--- src/rtl/instr_fetch_queue.sv ---
// Instruction prefetch stage: issues one imem read per cycle and buffers
// returned instructions with their PCs in a FIFO toward decode.
module instr_fetch_queue #(
  parameter int unsigned          DEPTH    = 4,
  parameter int unsigned          PC_WIDTH = 8,
  parameter logic [PC_WIDTH-1:0]  RESET_PC = '0
) (
  input  logic                    clk,
  input  logic                    rst,
  output logic                    imem_req,
  output logic [PC_WIDTH-1:0]     imem_addr,
  input  logic [15:0]             imem_rdata,
  input  logic                    redirect_valid,
  input  logic [PC_WIDTH-1:0]     redirect_pc,
  output logic                    out_valid,
  input  logic                    out_ready,
  output logic [15:0]             out_instr,
  output logic [PC_WIDTH-1:0]     out_pc,
  output logic [$clog2(DEPTH):0]  count
);

  localparam int unsigned AW = $clog2(DEPTH);
  localparam int unsigned CW = AW + 1;
  localparam int unsigned IW = 16;

  logic [PC_WIDTH-1:0] fetch_pc;
  logic                inflight;
  logic [PC_WIDTH-1:0] inflight_pc;
  logic [AW-1:0]       rd_ptr;
  logic [AW-1:0]       wr_ptr;
  logic [CW-1:0]       count_q;
  logic [IW-1:0]       instr_mem [DEPTH];
  logic [PC_WIDTH-1:0] pc_mem    [DEPTH];

  logic [CW:0] occupancy_c;
  logic        issue_c;
  logic        push_c;
  logic        pop_c;

  // The in-flight read reserves a slot so a returning response always fits.
  assign occupancy_c = {1'b0, count_q} + (CW+1)'(inflight);
  assign issue_c     = !rst && !redirect_valid && (occupancy_c < (CW+1)'(DEPTH));
  assign push_c      = inflight && !redirect_valid;
  assign pop_c       = out_valid && out_ready;

  assign imem_req  = issue_c;
  assign imem_addr = fetch_pc;
  assign out_valid = (count_q != '0);
  assign out_instr = instr_mem[rd_ptr];
  assign out_pc    = pc_mem[rd_ptr];
  assign count     = count_q;

  // Fetch PC, in-flight tracking and FIFO bookkeeping.
  always_ff @(posedge clk) begin
    if (rst) begin
      fetch_pc    <= RESET_PC;
      inflight    <= 1'b0;
      inflight_pc <= '0;
      rd_ptr      <= '0;
      wr_ptr      <= '0;
      count_q     <= '0;
    end else if (redirect_valid) begin
      fetch_pc <= redirect_pc;
      inflight <= 1'b0;
      rd_ptr   <= '0;
      wr_ptr   <= '0;
      count_q  <= '0;
    end else begin
      inflight <= issue_c;
      if (issue_c) begin
        fetch_pc    <= fetch_pc + PC_WIDTH'(1);
        inflight_pc <= fetch_pc;
      end
      if (push_c) wr_ptr <= wr_ptr + AW'(1);
      if (pop_c)  rd_ptr <= rd_ptr + AW'(1);
      case ({push_c, pop_c})
        2'b10:   count_q <= count_q + CW'(1);
        2'b01:   count_q <= count_q - CW'(1);
        default: count_q <= count_q;
      endcase
    end
  end

  // Storage needs no reset; validity is tracked by count_q.
  always_ff @(posedge clk) begin
    if (!rst && push_c) begin
      instr_mem[wr_ptr] <= imem_rdata;
      pc_mem[wr_ptr]    <= inflight_pc;
    end
  end

  // A response landing in a full FIFO means the credit logic is broken.
  always_ff @(posedge clk) begin
    if (!rst) begin
      assert (!(push_c && !pop_c && count_q == CW'(DEPTH)));
    end
  end

endmodule

--- config.mk ---
export PLATFORM = sky130hd
export DESIGN_NAME = instr_fetch_queue
export DESIGN_NICKNAME = d
export VERILOG_FILES = /design/src/rtl/instr_fetch_queue.sv
export SDC_FILE = /design/constraint.sdc
export NUM_CORES = 1
export LEC_CHECK = 0
export BUFFER_PORTS_ARGS = -buffer_cell sky130_fd_sc_hd__buf_2
export CAP_MARGIN = 25
export CORE_MARGIN = 2
export CORE_UTILIZATION = 56
export CTS_CLUSTER_SIZE = 25
export DETAILED_ROUTE_END_ITERATION = 12
export PLACE_DENSITY = 0.86
export SYNTH_ARGS = -nofsm -noshare
export SYNTH_HDL_FRONTEND = slang
export SYNTH_SLANG_ARGS = --single-unit
--- constraint.sdc ---
create_clock -name clk -period 2.5 [get_ports clk]
set_input_delay 0.125 -clock clk [delete_from_list [all_inputs] [get_ports clk]]
set_output_delay 0.125 -clock clk [all_outputs]
set_load 0.01 [all_outputs]
## After elaboration in Yosys (flattened, before gate mapping)

Memories as Yosys holds them, arrays and structs flattened. A register that Yosys moved wholly into a read port is not among the register bits.
Index checks and enable logic that the tools add are counted.

- Register bits after elaboration: 24
- Bits in writable memories: 96
- Input port bits: 28
- Output and inout port bits: 37
- Logic and storage cells: 39
- Memories kept: 2

- Add/sub/neg operators: 6
- Order comparisons: 1
- Eq/ne operators: 2
- Multiplexer cells: 9
- Bitwise logic cells: 1
- Reduce and logical (&&, ||, !) cells: 12

Memories:

| memory | words | bits a word | read ports | clocked after memory_dff | wr ports | RTL line | source |
|---|---|---|---|---|---|---|---|
| instr_mem | 4 | 16 | 1 | 1 | 1 | 32 | `logic [IW-1:0] instr_mem [DEPTH];` |
| pc_mem | 4 | 8 | 1 | 1 | 1 | 33 | `logic [PC_WIDTH-1:0] pc_mem [DEPTH];` |

Operators with widths:

| kind | number |
|---|---|
| 8-bit two-way mux | 2 |
| 8-bit by 1-bit adder with 8-bit output, second input constant | 1 |
| 2-bit two-way mux | 4 |
| 3-bit one-hot mux with 2 select lines | 1 |
| 1-bit logical AND | 5 |
| 2-bit by 1-bit adder with 2-bit output, second input constant | 2 |
| 3-bit by 1-bit adder with 4-bit output | 1 |
| 4-bit by 3-bit less-than comparator with 1-bit output, second input constant | 1 |
| 2-bit nonzero test | 2 |
| 3-bit by 1-bit adder with 3-bit output, second input constant | 1 |
| 3-bit nonzero test | 1 |
| 3-bit by 1-bit subtractor with 3-bit output, second input constant | 1 |
| 2-bit by 1-bit equality test with 1-bit output, second input constant | 1 |
| 2-bit equality test, second input constant | 1 |
| 1-bit zero test | 2 |
| 1-bit two-way mux | 2 |
| 2-bit AND reduction | 1 |
| 2-bit OR reduction | 1 |
| 1-bit NOT | 1 |

## Longest topological paths before layout

Gate-level depths: netlist of the first run.

- Depth in word-level cells: 5
- Mapped depth: 8
- Depth with buffers taken out: 8

## Worst setup path after synthesis of the first run

No wires, ideal clock.

- Kind: register -> register
- Start: reg count_q[2], in the netlist count[2]
- End: reg count_q[2], in the netlist count[2]
- Setup time: 71 ps
- Arrival time: 1824 ps
- Path slack: 605 ps
- Stages on the path, launching flop included: 8
- Clock period less this slack: 1895 ps
- Path through: dfxtp_1 o31a_1 ha_1 inv_1 fa_1 xor2_1 or3_1 a21oi_1

- Cells in the longest elaborated chain, start to end: 4
- Elaborated cells on any way between the ends: 8

Ends and longest elaborated chain:

| item | RTL line | source |
|---|---|---|
| start, declared | 31 | `logic [CW-1:0] count_q;` |
| start signal, assigned | 77 | `2'b10: count_q <= count_q + CW'(1);` |
| start signal, assigned | 78 | `2'b01: count_q <= count_q - CW'(1);` |
| start signal, assigned | 79 | `default: count_q <= count_q;` |
| 3-bit nonzero test (*) | 48 | `assign out_valid = (count_q != '0);` |
| 1-bit logical AND (*) | 44 | `assign pop_c = out_valid && out_ready;` |
| named net pop_c | 38 | `logic pop_c;` |
| 2-bit by 1-bit equality test with 1-bit output or 2-bit equality test (tied branches) | 76 | `case ({push_c, pop_c})` |
| 3-bit one-hot mux with 2 select lines or 2-bit nonzero test (tied branches) | - |  |

Mark *: on every way through the listed nets, which the timed path passes. The rest lies on a longest branch.
A chain may end at the register's enable or synchronous reset.

## Final worst setup path of the first run

- Start: reg inflight
- End: out imem_req

- Cells in the longest elaborated chain, start to end: 3

Ends and longest elaborated chain:

| item | RTL line | source |
|---|---|---|
| start, declared | 27 | `logic inflight;` |
| start signal, assigned | 69 | `inflight <= issue_c;` |
| 3-bit by 1-bit adder with 4-bit output | 41 | `assign occupancy_c = {1'b0, count_q} + (CW+1)'(inflight);` |
| 4-bit by 3-bit less-than comparator with 1-bit output | 42 | `assign issue_c = !rst && !redirect_valid && (occupancy_c < (CW+1)'(DEPTH));` |
| 1-bit logical AND | 42 |  |
| end, declared | 10 | `output logic imem_req,` |

Every way passes these cells.

==> impl_metrics.xml, run 1 <==
<?xml version="1.0" encoding="UTF-8"?>
<metrics>
  <group name="critical_path">
    <metric name="crit_path_start_kind" unit="">flip-flop</metric>
    <metric name="crit_fanout" unit="">13</metric>
    <metric name="r2r_end" unit="">count[2]$_SDFFE_PP0P_</metric>
    <metric name="type_of_destination_of_the_critical_path" unit="">output port</metric>
    <metric name="critical_path.startpoint" unit="">inflight$_SDFF_PP0_</metric>
    <metric name="reg2reg_slack" unit="ps">460</metric>
    <metric name="worst_setup_path_endpoint" unit="">imem_req</metric>
    <metric name="critical_path_start_end_classification" unit="">reg2out</metric>
    <metric name="reg2reg_launch_point" unit="">count[2]$_SDFFE_PP0P_</metric>
    <metric name="crit_arrival" unit="ps">2100</metric>
    <metric name="r2r_cells" unit="">7</metric>
    <metric name="crit_required" unit="ps">2380</metric>
  </group>
  <group name="sta">
    <metric name="min_period" unit="ps">2224</metric>
    <metric name="hold_violations" unit="">0</metric>
    <metric name="worst_slew_pin_slew" unit="ps">384.0</metric>
    <metric name="clock.fmax" unit="MHz">449.6</metric>
    <metric name="relSlewSlack" unit="%">74.34</metric>
    <metric name="period_share" unit="%">88.97</metric>
    <metric name="fin_setup_tns" unit="ps">0</metric>
    <metric name="grt_setup_unrepaired" unit="">no</metric>
    <metric name="final.setup_skew" unit="ps">10.48</metric>
    <metric name="slew_violations" unit="">0</metric>
    <metric name="setup_viol" unit="">0</metric>
  </group>
  <group name="clock_tree">
    <metric name="clockBufferDepth" unit="">2</metric>
    <metric name="clock-sinks" unit="">122</metric>
    <metric name="cts-buffers-inserted" unit="">17</metric>
    <metric name="number_of_levels_the_h_tree_was_split_into" unit="">4</metric>
    <metric name="ctsRootBufferMaster" unit="">sky130_fd_sc_hd__clkbuf_8</metric>
    <metric name="tritoncts" unit="">yes</metric>
    <metric name="cts.clk_slew.worst_paths" unit="ps">50</metric>
    <metric name="clock_latency" unit="ps">510</metric>
    <metric name="postCtsSetupBuffers" unit="">0</metric>
  </group>
  <group name="status">
    <metric name="outcome" unit="">complete, no violations</metric>
  </group>
  <group name="yosys">
    <metric name="synthCells" unit="">272</metric>
    <metric name="yosys-mux-area-fraction" unit="%">12.26</metric>
    <metric name="synthSimpleGateAreaFrac" unit="%">5.685</metric>
    <metric name="yosys.area.top_type_share" unit="%">61.79</metric>
    <metric name="avgSynthCellArea" unit="um2">17.15</metric>
    <metric name="synth.area.top_cells" unit="">sky130_fd_sc_hd__edfxtp_1 62%, sky130_fd_sc_hd__mux4_2 12%, sky130_fd_sc_hd__dfxtp_1 11%</metric>
    <metric name="postSynthRegisterBits" unit="">122</metric>
    <metric name="synth_cell_type_count" unit="">36</metric>
    <metric name="synth-xor-area-share" unit="%">0.9386</metric>
    <metric name="largest_family_of_logic_cells_by_synthesized_area" unit="">multiplexers</metric>
    <metric name="post_synth_fa_ha_maj_area_fraction" unit="%">2.038</metric>
    <metric name="syn-num-nets" unit="">307</metric>
    <metric name="synth-compound-area-share" unit="%">4.183</metric>
    <metric name="synth_top_area_cell" unit="">sky130_fd_sc_hd__edfxtp_1</metric>
    <metric name="synth_sequential_area_ratio" unit="%">72.94</metric>
    <metric name="yosys_warnings" unit="">0</metric>
    <metric name="syn_area" unit="um2">4666</metric>
  </group>
  <group name="global_route">
    <metric name="grt_start_max_net_pins" unit="">25</metric>
    <metric name="antenna_violations_before_repair" unit="">0</metric>
    <metric name="first_global_vias" unit="">2788</metric>
    <metric name="global_route.overflow_total" unit="">0</metric>
    <metric name="grt_util_all_layers" unit="%">22.17</metric>
    <metric name="global_route_wire_length_before_repair" unit="mm">14.32</metric>
  </group>
  <group name="floorplan">
    <metric name="die_width" unit="um">95.28</metric>
    <metric name="io_pins" unit="">65</metric>
    <metric name="num_rows" unit="">33</metric>
    <metric name="starting_density_of_the_core" unit="%">57.36</metric>
    <metric name="die_height" unit="um">95.28</metric>
    <metric name="floorplan.die_area" unit="um2">9077</metric>
    <metric name="core_region_area" unit="um2">8134</metric>
  </group>
  <group name="placement">
    <metric name="detailedPlacementHpwl" unit="mm">5.145</metric>
    <metric name="place.port_buffers" unit="">64</metric>
    <metric name="placedInstanceArea" unit="um2">5122</metric>
    <metric name="gp_routability_congestion" unit="">0.8359</metric>
  </group>
  <group name="route">
    <metric name="vias" unit="">2717</metric>
    <metric name="finalWirelength" unit="mm">9.086</metric>
    <metric name="dr.first_iter.drc_count" unit="">201</metric>
    <metric name="drc" unit="">0</metric>
    <metric name="detail_route.vias_per_cell" unit="">5.478</metric>
    <metric name="route.antenna.remaining_nets" unit="">0</metric>
    <metric name="detail_route.first_pass.iterations" unit="">4</metric>
    <metric name="wl_per_cell" unit="um">18.32</metric>
  </group>
  <group name="cells_and_area">
    <metric name="diodes" unit="">0</metric>
    <metric name="area_delta_synth_final" unit="%">28.80</metric>
    <metric name="stdcell_area" unit="um2">6010</metric>
    <metric name="final_net_count" unit="">413</metric>
    <metric name="finalCoreUtilization" unit="%">73.88</metric>
    <metric name="layout-drive-gt1-share" unit="%">32.48</metric>
  </group>
  <group name="power">
    <metric name="p_leak" unit="nW">2.201</metric>
    <metric name="ir_drop" unit="uV">542.2</metric>
    <metric name="cellPowerDensity" unit="nW/um2">804.7</metric>
  </group>
  <group name="run">
    <metric name="cap_viol_max_count" unit="">0</metric>
  </group>
  <group name="min_path">
    <metric name="hp-class" unit="">in2reg</metric>
  </group>
</metrics>
per-stage QoR:
stage	hold slack [ps]	instances	total power [mW]	worst slack, ps
after floorplan	223.9	272	2.336	605.2
after global placement	336.3	435	2.395	592.5
after detailed placement	341.6	435	2.403	475.1
after CTS	20.24	496	4.871	256.5
after global routing	51.41	496	4.993	69.79
final	46.27	496	4.836	275.8
metal layers:
layer | share of wire, % | track usage (%)
met4 | 0.81 | 7.488
met3 | 6.2 | 8.063
met2 | 51 | 36.80
met5 | 0 | 0
met1 | 42 | 27.04
how the worst min path moves through the flow:
stage | startpoint | endpoint | slack (ps) | cells past startpoint
after floorplan | imem_rdata[0] | instr_mem[0][0]$_DFFE_PP_ | 220 | 0
after global placement | imem_rdata[0] | instr_mem[1][0]$_DFFE_PP_ | 340 | 1
after detailed placement | imem_rdata[12] | instr_mem[1][12]$_DFFE_PP_ | 340 | 1
after CTS | redirect_valid | imem_addr[6]$_SDFFE_PP0P_ | 20 | 3
after global routing | redirect_valid | imem_addr[6]$_SDFFE_PP0P_ | 50 | 3
final | redirect_valid | imem_addr[6]$_SDFFE_PP0P_ | 50 | 3
cell usage after synthesis:
cell	number
sky130_fd_sc_hd__ha_1	6
sky130_fd_sc_hd__mux4_2	24
sky130_fd_sc_hd__a22oi_1	1
sky130_fd_sc_hd__buf_1	1
sky130_fd_sc_hd__a21oi_1	18
sky130_fd_sc_hd__buf_2	7
sky130_fd_sc_hd__nand2_1	32
sky130_fd_sc_hd__o31a_1	1
sky130_fd_sc_hd__nand3_1	3
sky130_fd_sc_hd__a21boi_0	1
sky130_fd_sc_hd__xnor2_1	2
sky130_fd_sc_hd__mux2i_1	2
sky130_fd_sc_hd__o211ai_1	1
sky130_fd_sc_hd__nand4_1	1
sky130_fd_sc_hd__a31oi_1	2
sky130_fd_sc_hd__o21a_1	1
sky130_fd_sc_hd__a41oi_1	1
sky130_fd_sc_hd__edfxtp_1	96
sky130_fd_sc_hd__o21ai_0	2
sky130_fd_sc_hd__inv_1	10
sky130_fd_sc_hd__nand3b_1	1
sky130_fd_sc_hd__and3_1	5
sky130_fd_sc_hd__dfxtp_1	26
sky130_fd_sc_hd__o311ai_1	1
sky130_fd_sc_hd__nor2_1	9
sky130_fd_sc_hd__xor2_1	3
sky130_fd_sc_hd__a311oi_1	1
sky130_fd_sc_hd__nand3_2	1
sky130_fd_sc_hd__mux2_2	1
sky130_fd_sc_hd__fa_1	1
sky130_fd_sc_hd__a221oi_1	1
sky130_fd_sc_hd__nor3_4	1
sky130_fd_sc_hd__clkbuf_1	4
sky130_fd_sc_hd__and2_1	1
sky130_fd_sc_hd__a2bb2oi_1	1
sky130_fd_sc_hd__or3_1	3
layout make-up:
type / instances / area [um2]
sequential: 122 / 3405
fill: 481 / 2125
multi-input combinational: 128 / 1171
timing repair buffer: 99 / 668.1
clock buffer: 18 / 417.9
clock inverter: 14 / 178.9
tap: 105 / 131.4
inverter: 10 / 37.54
cells in the final DEF, fill, tap and decap left out, drive strengths merged, types with 2 or more instances in the layout:
| master | count |
|---|---|
| xnor2 | 2 |
| ha | 6 |
| mux2i | 2 |
| a21oi | 18 |
| or3 | 3 |
| buf | 70 |
| o21ai | 2 |
| dlygate4sd3 | 29 |
| and3 | 5 |
| nor2 | 9 |
| clkinvlp | 3 |
| mux4 | 24 |
| edfxtp | 96 |
| inv | 10 |
| clkbuf | 18 |
| nand3 | 4 |
| xor2 | 3 |
| dfxtp | 26 |
| nand2 | 32 |
| bufinv | 4 |
| clkinv | 7 |
| a31oi | 2 |
power by group:
part | total (mW) | internal (mW) | switching, mW | leakage [nW]
sequential | 2.23 | 2.20 | 0.0229 | 1.13
combinational | 0.173 | 0.0873 | 0.0858 | 0.780
clock | 2.44 | 1.60 | 0.833 | 0.285
timing repair:
action	CTS	global route
hold buffers	29	0
setup endpoints to repair	0	0
hold endpoints to repair	75	0
resized for setup	0	0
sequential cells by signal, indices dropped and copies added (netlist names), named ones only:
signal	cells
inflight_pc	8
imem_addr	8
rd_ptr	2
inflight	1
count	3
pc_mem	32
instr_mem	64
wr_ptr	2
logic make-up after synthesis:
| kind of cell | count (synthesis) |
|---|---|
| adder cells (fa/ha/maj) | 7 |
| XOR/XNOR | 5 |
| multiplexers | 27 |
| AO/OA/AOI/OAI | 32 |
| AND/OR/NAND/NOR | 57 |
| buffers and inverters | 22 |
| flip-flops | 122 |
critical path: stages (launching register included):
cell and delay, ps:
sky130_fd_sc_hd__dfxtp_1 490, sky130_fd_sc_hd__nand3_1 240, sky130_fd_sc_hd__nand2_1 360, sky130_fd_sc_hd__inv_1 280
sky130_fd_sc_hd__buf_2 210
(Power assumes the default switching activity.)
==> run 2, diff against run 1 <==
--- a/config.mk
+++ b/config.mk
@@ -9,6 +9,7 @@
 export CAP_MARGIN = 25
 export CORE_MARGIN = 2
 export CORE_UTILIZATION = 56
+export CTS_BUF_LIST = sky130_fd_sc_hd__clkbuf_16
 export CTS_CLUSTER_SIZE = 25
 export DETAILED_ROUTE_END_ITERATION = 12
 export PLACE_DENSITY = 0.86
==> run 2 against run 1 <==
  * Die area is the same
  * Via count down 2.9%
  * Utilization decreased by 0.85 points
  * Register-to-register slack about the same
  * Critical endpoint unchanged
  * Largest cell class unchanged
  * Critical path type unchanged
==> impl_metrics.xml, run 2 (synthesis results as in run 1) <==
<?xml version="1.0" encoding="UTF-8"?>
<metrics>
  <group name="status">
    <metric name="outcome" unit="">complete, no violations</metric>
  </group>
  <group name="clock_tree">
    <metric name="clock-sinks" unit="">122</metric>
    <metric name="ctsRootBufferMaster" unit="">sky130_fd_sc_hd__clkbuf_16</metric>
    <metric name="cts.clk_slew.worst_paths" unit="ps">50</metric>
    <metric name="cts-buffers-inserted" unit="">17</metric>
    <metric name="clock_latency" unit="ps">400</metric>
    <metric name="tritoncts" unit="">yes</metric>
    <metric name="postCtsSetupBuffers" unit="">0</metric>
    <metric name="ctsResizeCount" unit="">0</metric>
    <metric name="clockBufferDepth" unit="">2</metric>
    <metric name="number_of_levels_the_h_tree_was_split_into" unit="">4</metric>
  </group>
  <group name="critical_path">
    <metric name="crit_fanout" unit="">13</metric>
    <metric name="cp_slowest_stage_delay" unit="ps">490</metric>
    <metric name="path_depth" unit="">4</metric>
    <metric name="reg2reg_slack" unit="ps">470</metric>
    <metric name="critical_path.top_delay_family" unit="">simple AND/OR/NAND/NOR gates</metric>
    <metric name="r2r_cells" unit="">7</metric>
    <metric name="crit_arrival" unit="ps">1990</metric>
    <metric name="path_buf_inv" unit="">2</metric>
    <metric name="cp_slowest_cell" unit="">sky130_fd_sc_hd__dfxtp_1</metric>
    <metric name="crit_path_start_kind" unit="">flip-flop</metric>
    <metric name="critical_path_start_end_classification" unit="">reg2out</metric>
    <metric name="type_of_destination_of_the_critical_path" unit="">output port</metric>
    <metric name="cp_cell_sequence" unit="">nand3_1, nand2_1, inv_1, buf_2</metric>
    <metric name="reg2reg_launch_point" unit="">count[2]$_SDFFE_PP0P_</metric>
    <metric name="crit_required" unit="ps">2380</metric>
    <metric name="r2r_end" unit="">count[2]$_SDFFE_PP0P_</metric>
  </group>
  <group name="placement">
    <metric name="gp_routability_congestion" unit="">0.8359</metric>
    <metric name="placedInstanceArea" unit="um2">5122</metric>
    <metric name="detailedPlacementHpwl" unit="mm">5.145</metric>
    <metric name="place.port_buffers" unit="">64</metric>
  </group>
  <group name="sta">
    <metric name="min_period" unit="ps">2113</metric>
    <metric name="period_share" unit="%">84.50</metric>
    <metric name="hold_violations" unit="">0</metric>
    <metric name="setup_viol" unit="">0</metric>
    <metric name="clock.fmax" unit="MHz">473.4</metric>
    <metric name="final.setup_skew" unit="ps">5.930</metric>
    <metric name="worst_slew_pin_slew" unit="ps">384.8</metric>
    <metric name="fin_setup_tns" unit="ps">0</metric>
    <metric name="relSlewSlack" unit="%">74.28</metric>
    <metric name="slew_violations" unit="">0</metric>
    <metric name="grt_setup_unrepaired" unit="">no</metric>
  </group>
  <group name="floorplan">
    <metric name="io_pins" unit="">65</metric>
    <metric name="starting_density_of_the_core" unit="%">57.36</metric>
    <metric name="floorplan.die_area" unit="um2">9077</metric>
    <metric name="die_width" unit="um">95.28</metric>
    <metric name="core_region_area" unit="um2">8134</metric>
    <metric name="num_rows" unit="">33</metric>
    <metric name="die_height" unit="um">95.28</metric>
  </group>
  <group name="route">
    <metric name="vias" unit="">2639</metric>
    <metric name="detail_route.vias_per_cell" unit="">5.408</metric>
    <metric name="route.antenna.remaining_nets" unit="">0</metric>
    <metric name="detail_route.first_pass.iterations" unit="">6</metric>
    <metric name="drc" unit="">0</metric>
    <metric name="wl_per_cell" unit="um">18.02</metric>
    <metric name="finalWirelength" unit="mm">8.793</metric>
    <metric name="dr.first_iter.drc_count" unit="">208</metric>
  </group>
  <group name="cells_and_area">
    <metric name="diodes" unit="">0</metric>
    <metric name="largestRegisters" unit="">instr_mem: 64 flops, pc_mem: 32 flops</metric>
    <metric name="area_delta_synth_final" unit="%">27.33</metric>
    <metric name="largest_register_ff_count" unit="">64</metric>
    <metric name="final.fill_count" unit="">490</metric>
    <metric name="registers.top_by_ff_count" unit="">instr_mem</metric>
    <metric name="stdcell_area" unit="um2">5941</metric>
    <metric name="final_net_count" unit="">405</metric>
    <metric name="most_frequent_cells_in_the_layout" unit="">96 x sky130_fd_sc_hd__edfxtp_1, 64 x sky130_fd_sc_hd__buf_2, 32 x sky130_fd_sc_hd__nand2_1</metric>
    <metric name="layout.cells.most_common" unit="">sky130_fd_sc_hd__edfxtp_1</metric>
    <metric name="layout-drive-gt1-share" unit="%">33.16</metric>
  </group>
  <group name="global_route">
    <metric name="groute.layer.met3.usage" unit="%">7.589</metric>
    <metric name="antenna_violations_before_repair" unit="">0</metric>
    <metric name="global_route.usage.met2" unit="%">35.56</metric>
    <metric name="grt_util_all_layers" unit="%">21.49</metric>
    <metric name="first_global_vias" unit="">2677</metric>
    <metric name="global_route.overflow_total" unit="">0</metric>
    <metric name="global_route_wire_length_before_repair" unit="mm">13.83</metric>
    <metric name="grt_start_max_net_pins" unit="">25</metric>
    <metric name="groute.layer.met1.usage" unit="%">26.56</metric>
    <metric name="grt_busiest_layer" unit="">met2</metric>
  </group>
  <group name="power">
    <metric name="ir_drop" unit="uV">539.4</metric>
    <metric name="totalPowerFinal" unit="mW">4.872</metric>
    <metric name="p_leak" unit="nW">2.179</metric>
    <metric name="cellPowerDensity" unit="nW/um2">820.0</metric>
  </group>
  <group name="min_path">
    <metric name="hp-class" unit="">in2reg</metric>
    <metric name="hold_path_end" unit="">imem_addr[1]$_SDFFE_PP0P_</metric>
    <metric name="hold-path-cell-count" unit="">3</metric>
    <metric name="min-delay-start" unit="">redirect_pc[1]</metric>
  </group>
  <group name="run">
    <metric name="cap_viol_max_count" unit="">0</metric>
  </group>
</metrics>
==> run 2: worst max-delay path by stage <==
stage	slack, ps	startpoint	end
2_1_floorplan	610	count[2]$_SDFFE_PP0P_	count[2]$_SDFFE_PP0P_
3_3_place_gp	590	count[2]$_SDFFE_PP0P_	count[2]$_SDFFE_PP0P_
3_5_place_dp	480	count[2]$_SDFFE_PP0P_	count[2]$_SDFFE_PP0P_
4_1_cts	370	inflight$_SDFF_PP0_	imem_req
5_1_grt	190	inflight$_SDFF_PP0_	imem_req
6_report	390	inflight$_SDFF_PP0_	imem_req
==> run 2: area by class of cell <==
class / count / area, um2 / share of cell area, %
clock inverter: 15 / 182.7 / 3.075
inverter: 10 / 37.54 / 0.6318
tap: 105 / 131.4 / 2.211
clock buffer: 17 / 425.4 / 7.161
timing repair buffer: 91 / 588.1 / 9.899
sequential: 122 / 3405 / 57.31
multi-input combinational: 128 / 1171 / 19.71
==> run 2: per-layer routing <==
layer	vias up	wire length [um]
met4	0	83
met2	100	4396
met1	1281	3720
li1	1248	-
met5	-	0
met3	10	593
==> run 2: through the flow <==
step	util, %	instances	hold WS, ps	worst slack (ps)
after CTS	73.03	488	12.23	370.8
after detailed placement	62.97	435	341.6	475.1
final	73.03	488	20.22	387.5
after global routing	73.03	488	48.09	189.0
after floorplan	-	272	223.9	605.2
after global placement	62.97	435	336.3	592.5
==> run 2: worst register-to-register path, stage by stage, from the launching register on <==
cell and delay, ps:
sky130_fd_sc_hd__dfxtp_1 450, sky130_fd_sc_hd__o31a_1 230, sky130_fd_sc_hd__ha_1 210, sky130_fd_sc_hd__inv_1 70
sky130_fd_sc_hd__fa_1 380, sky130_fd_sc_hd__xor2_1 170, sky130_fd_sc_hd__or3_1 320, sky130_fd_sc_hd__a21oi_1 140
==> run 2: power breakdown <==
group | leakage, nW | switching, mW | internal, mW
Combinational | 0.749 | 0.0822 | 0.0790
Sequential | 1.13 | 0.0223 | 2.21
Clock | 0.295 | 0.836 | 1.65
Total | 2.18 | 0.940 | 3.93
==> run 2: repair_timing <==
item                       4_1_cts  5_1_grt
setup endpoints to repair        0        0
hold endpoints to repair        69        0
hold buffers                    21        0
==> run 3, diff against run 2 <==
==> constraint.sdc (replaced) <==
create_clock -name clk -period 2.01 [get_ports clk]
set_input_delay 0.1005 -clock clk [delete_from_list [all_inputs] [get_ports clk]]
set_output_delay 0.1005 -clock clk [all_outputs]
set_load 0.01 [all_outputs]
==> run 3 against run 2 <==
  * Clock power rose by 37%
  * Global-route usage rose by 0.44 points
  * Design area rose by 2.3%
  * Critical path type unchanged
==> impl_metrics.xml, run 3 (synthesis results as in run 1) <==
<?xml version="1.0" encoding="UTF-8"?>
<metrics>
  <group name="route">
    <metric name="finalWirelength" unit="mm">9.139</metric>
    <metric name="detail_route.vias_per_cell" unit="">5.544</metric>
    <metric name="vias" unit="">2750</metric>
    <metric name="route.antenna.remaining_nets" unit="">0</metric>
    <metric name="dr.first_iter.drc_count" unit="">138</metric>
    <metric name="wl_per_cell" unit="um">18.43</metric>
    <metric name="detail_route.first_pass.iterations" unit="">4</metric>
    <metric name="drc" unit="">0</metric>
  </group>
  <group name="critical_path">
    <metric name="crit_path_start_kind" unit="">flip-flop</metric>
    <metric name="reg2reg_launch_point" unit="">count[1]$_SDFFE_PP0P_</metric>
    <metric name="critical_path_start_end_classification" unit="">reg2out</metric>
    <metric name="crit_required" unit="ps">1910</metric>
    <metric name="type_of_destination_of_the_critical_path" unit="">output port</metric>
    <metric name="crit_fanout" unit="">15</metric>
    <metric name="r2r_end" unit="">count[2]$_SDFFE_PP0P_</metric>
    <metric name="r2r_cells" unit="">7</metric>
    <metric name="reg2reg_slack" unit="ps">150</metric>
    <metric name="crit_arrival" unit="ps">1800</metric>
  </group>
  <group name="global_route">
    <metric name="antenna_violations_before_repair" unit="">0</metric>
    <metric name="first_global_vias" unit="">2673</metric>
    <metric name="global_route_wire_length_before_repair" unit="mm">14.13</metric>
    <metric name="grt_start_max_net_pins" unit="">25</metric>
    <metric name="global_route.overflow_total" unit="">0</metric>
    <metric name="grt_util_all_layers" unit="%">21.92</metric>
  </group>
  <group name="floorplan">
    <metric name="core_region_area" unit="um2">8134</metric>
    <metric name="floorplan.die_area" unit="um2">9077</metric>
    <metric name="num_rows" unit="">33</metric>
    <metric name="starting_density_of_the_core" unit="%">57.36</metric>
    <metric name="io_pins" unit="">65</metric>
    <metric name="die_height" unit="um">95.28</metric>
    <metric name="die_width" unit="um">95.28</metric>
  </group>
  <group name="sta">
    <metric name="clock.fmax" unit="MHz">527.1</metric>
    <metric name="fin_setup_tns" unit="ps">0</metric>
    <metric name="slew_violations" unit="">0</metric>
    <metric name="relSlewSlack" unit="%">75.27</metric>
    <metric name="hold_violations" unit="">0</metric>
    <metric name="setup_viol" unit="">0</metric>
    <metric name="grt_setup_unrepaired" unit="">no</metric>
    <metric name="period_share" unit="%">94.39</metric>
    <metric name="min_period" unit="ps">1897</metric>
    <metric name="final.setup_skew" unit="ps">9.294</metric>
    <metric name="worst_slew_pin_slew" unit="ps">370.9</metric>
    <metric name="setup_ws" unit="ps">112.7</metric>
  </group>
  <group name="cells_and_area">
    <metric name="area_delta_synth_final" unit="%">30.25</metric>
    <metric name="most_frequent_cells_in_the_layout" unit="">96 x sky130_fd_sc_hd__edfxtp_1, 64 x sky130_fd_sc_hd__buf_2, 31 x sky130_fd_sc_hd__nand2_1</metric>
    <metric name="diodes" unit="">0</metric>
    <metric name="layout.cells.most_common" unit="">sky130_fd_sc_hd__edfxtp_1</metric>
    <metric name="largestRegisters" unit="">instr_mem: 64 flops, pc_mem: 32 flops</metric>
    <metric name="registers.top_by_ff_count" unit="">instr_mem</metric>
    <metric name="largest_register_ff_count" unit="">64</metric>
    <metric name="layout-drive-gt1-share" unit="%">35.29</metric>
    <metric name="final_net_count" unit="">413</metric>
    <metric name="finalCoreUtilization" unit="%">74.71</metric>
  </group>
  <group name="power">
    <metric name="ir_drop" unit="uV">639.7</metric>
    <metric name="cellPowerDensity" unit="nW/um2">1050</metric>
    <metric name="p_leak" unit="nW">2.234</metric>
  </group>
  <group name="placement">
    <metric name="place.port_buffers" unit="">64</metric>
    <metric name="gp_routability_congestion" unit="">0.8029</metric>
    <metric name="detailedPlacementHpwl" unit="mm">5.152</metric>
    <metric name="place_worst_setup_slack" unit="ps">54.42</metric>
  </group>
  <group name="status">
    <metric name="outcome" unit="">complete, no violations</metric>
  </group>
  <group name="clock_tree">
    <metric name="clockBufferDepth" unit="">2</metric>
    <metric name="number_of_levels_the_h_tree_was_split_into" unit="">4</metric>
    <metric name="clock-sinks" unit="">122</metric>
    <metric name="tritoncts" unit="">yes</metric>
    <metric name="clock_latency" unit="ps">400</metric>
    <metric name="cts-buffers-inserted" unit="">17</metric>
    <metric name="ctsRootBufferMaster" unit="">sky130_fd_sc_hd__clkbuf_16</metric>
    <metric name="cts.clk_slew.worst_paths" unit="ps">50</metric>
  </group>
  <group name="run">
    <metric name="cap_viol_max_count" unit="">0</metric>
  </group>
  <group name="min_path">
    <metric name="hold-path-cell-count" unit="">3</metric>
    <metric name="hold_path_end" unit="">imem_addr[3]$_SDFFE_PP0P_</metric>
    <metric name="min-delay-start" unit="">redirect_valid</metric>
    <metric name="hp-class" unit="">in2reg</metric>
  </group>
</metrics>
-- run 3: cell types whose count changed in the layout (fill, tap and decap cells not counted) --
cell | before | now
sky130_fd_sc_hd__buf_4 | 5 | 11
sky130_fd_sc_hd__bufinv_16 | 4 | 6
sky130_fd_sc_hd__clkinv_1 | 2 | 1
sky130_fd_sc_hd__clkinv_2 | 4 | 1
sky130_fd_sc_hd__clkinv_4 | 1 | 2
sky130_fd_sc_hd__clkinvlp_4 | 3 | 4
sky130_fd_sc_hd__dfxtp_1 | 25 | 24
sky130_fd_sc_hd__dfxtp_2 | 1 | 2
sky130_fd_sc_hd__dlygate4sd3_1 | 21 | 23
sky130_fd_sc_hd__inv_1 | 11 | 9
sky130_fd_sc_hd__inv_6 | 0 | 2
sky130_fd_sc_hd__nand2_1 | 32 | 31
sky130_fd_sc_hd__nand2_2 | 0 | 1
-- run 3: final cells by class --
type	instances	area [um2]
Timing Repair Buffer	99	653.1
Tap cell	105	131.4
Clock buffer	17	425.4
Clock inverter	15	246.5
Sequential cell	122	3406
Multi-Input combinational cell	128	1174
Inverter	10	41.29
Fill cell	469	2057
-- run 3: where the power goes --
group	internal, mW	switching [mW]	total, mW
logic	0.106	0.107	0.213
registers	2.74	0.0262	2.77
clock network	2.33	1.07	3.40
-- run 3: per-stage QoR --
| stage | total power [mW] | hold WS, ps | std cells | area (um2) |
|---|---|---|---|---|
| 2_1_floorplan | 2.906 | 199.4 | 272 | 4666 |
| 3_3_place_gp | 2.984 | 315.7 | 440 | 5160 |
| 3_5_place_dp | 2.994 | 319.0 | 440 | 5160 |
| 4_1_cts | 6.427 | 4.316 | 495 | 6062 |
| 5_1_grt | 6.550 | 15.78 | 496 | 6077 |
| 6_report | 6.379 | 27.39 | 496 | 6077 |
-- run 3: worst max-delay path: stages, from the launching register on --
cell	delay, ps
sky130_fd_sc_hd__dfxtp_2	460
sky130_fd_sc_hd__buf_12	220
sky130_fd_sc_hd__mux4_2	550
sky130_fd_sc_hd__buf_2	170
-- run 3: how the worst max path moves through the flow --
stage / end / start / depth (start not counted) / slack [ps]
CTS: count[2]$_SDFFE_PP0P_ / count[0]$_SDFFE_PP0P_ / 7 / 30
global placement: count[2]$_SDFFE_PP0P_ / count[0]$_SDFFE_PP0P_ / 7 / 140
finish: out_pc[6] / flip-flop / 3 / 110
floorplan: count[2]$_SDFFE_PP0P_ / count[2]$_SDFFE_PP0P_ / 7 / 120
detailed placement: count[2]$_SDFFE_PP0P_ / count[0]$_SDFFE_PP0P_ / 7 / 50
global route: imem_req / inflight$_SDFF_PP0_ / 5 / 30
-- run 3: timing repair --
action	4_1_cts	5_1_grt
setup endpoints to repair	0	2
hold buffers	23	0
endpoints found under the hold margin	71	0
resized for setup	0	3
buffers inserted	0	1
-- run 3: routing by layer --
| layer | GRT usage [%] | share of wire (%) | vias to the layer above | wire, um |
|---|---|---|---|---|
| met1 | 26.15 | 39 | 1375 | 3604 |
| met5 | 0 | 0 | - | 0 |
| met4 | 7.729 | 0.16 | 0 | 15 |
| met2 | 38.32 | 55 | 99 | 5026 |
| met3 | 6.008 | 5.4 | 2 | 493 |
| li1 | - | - | 1274 | - |
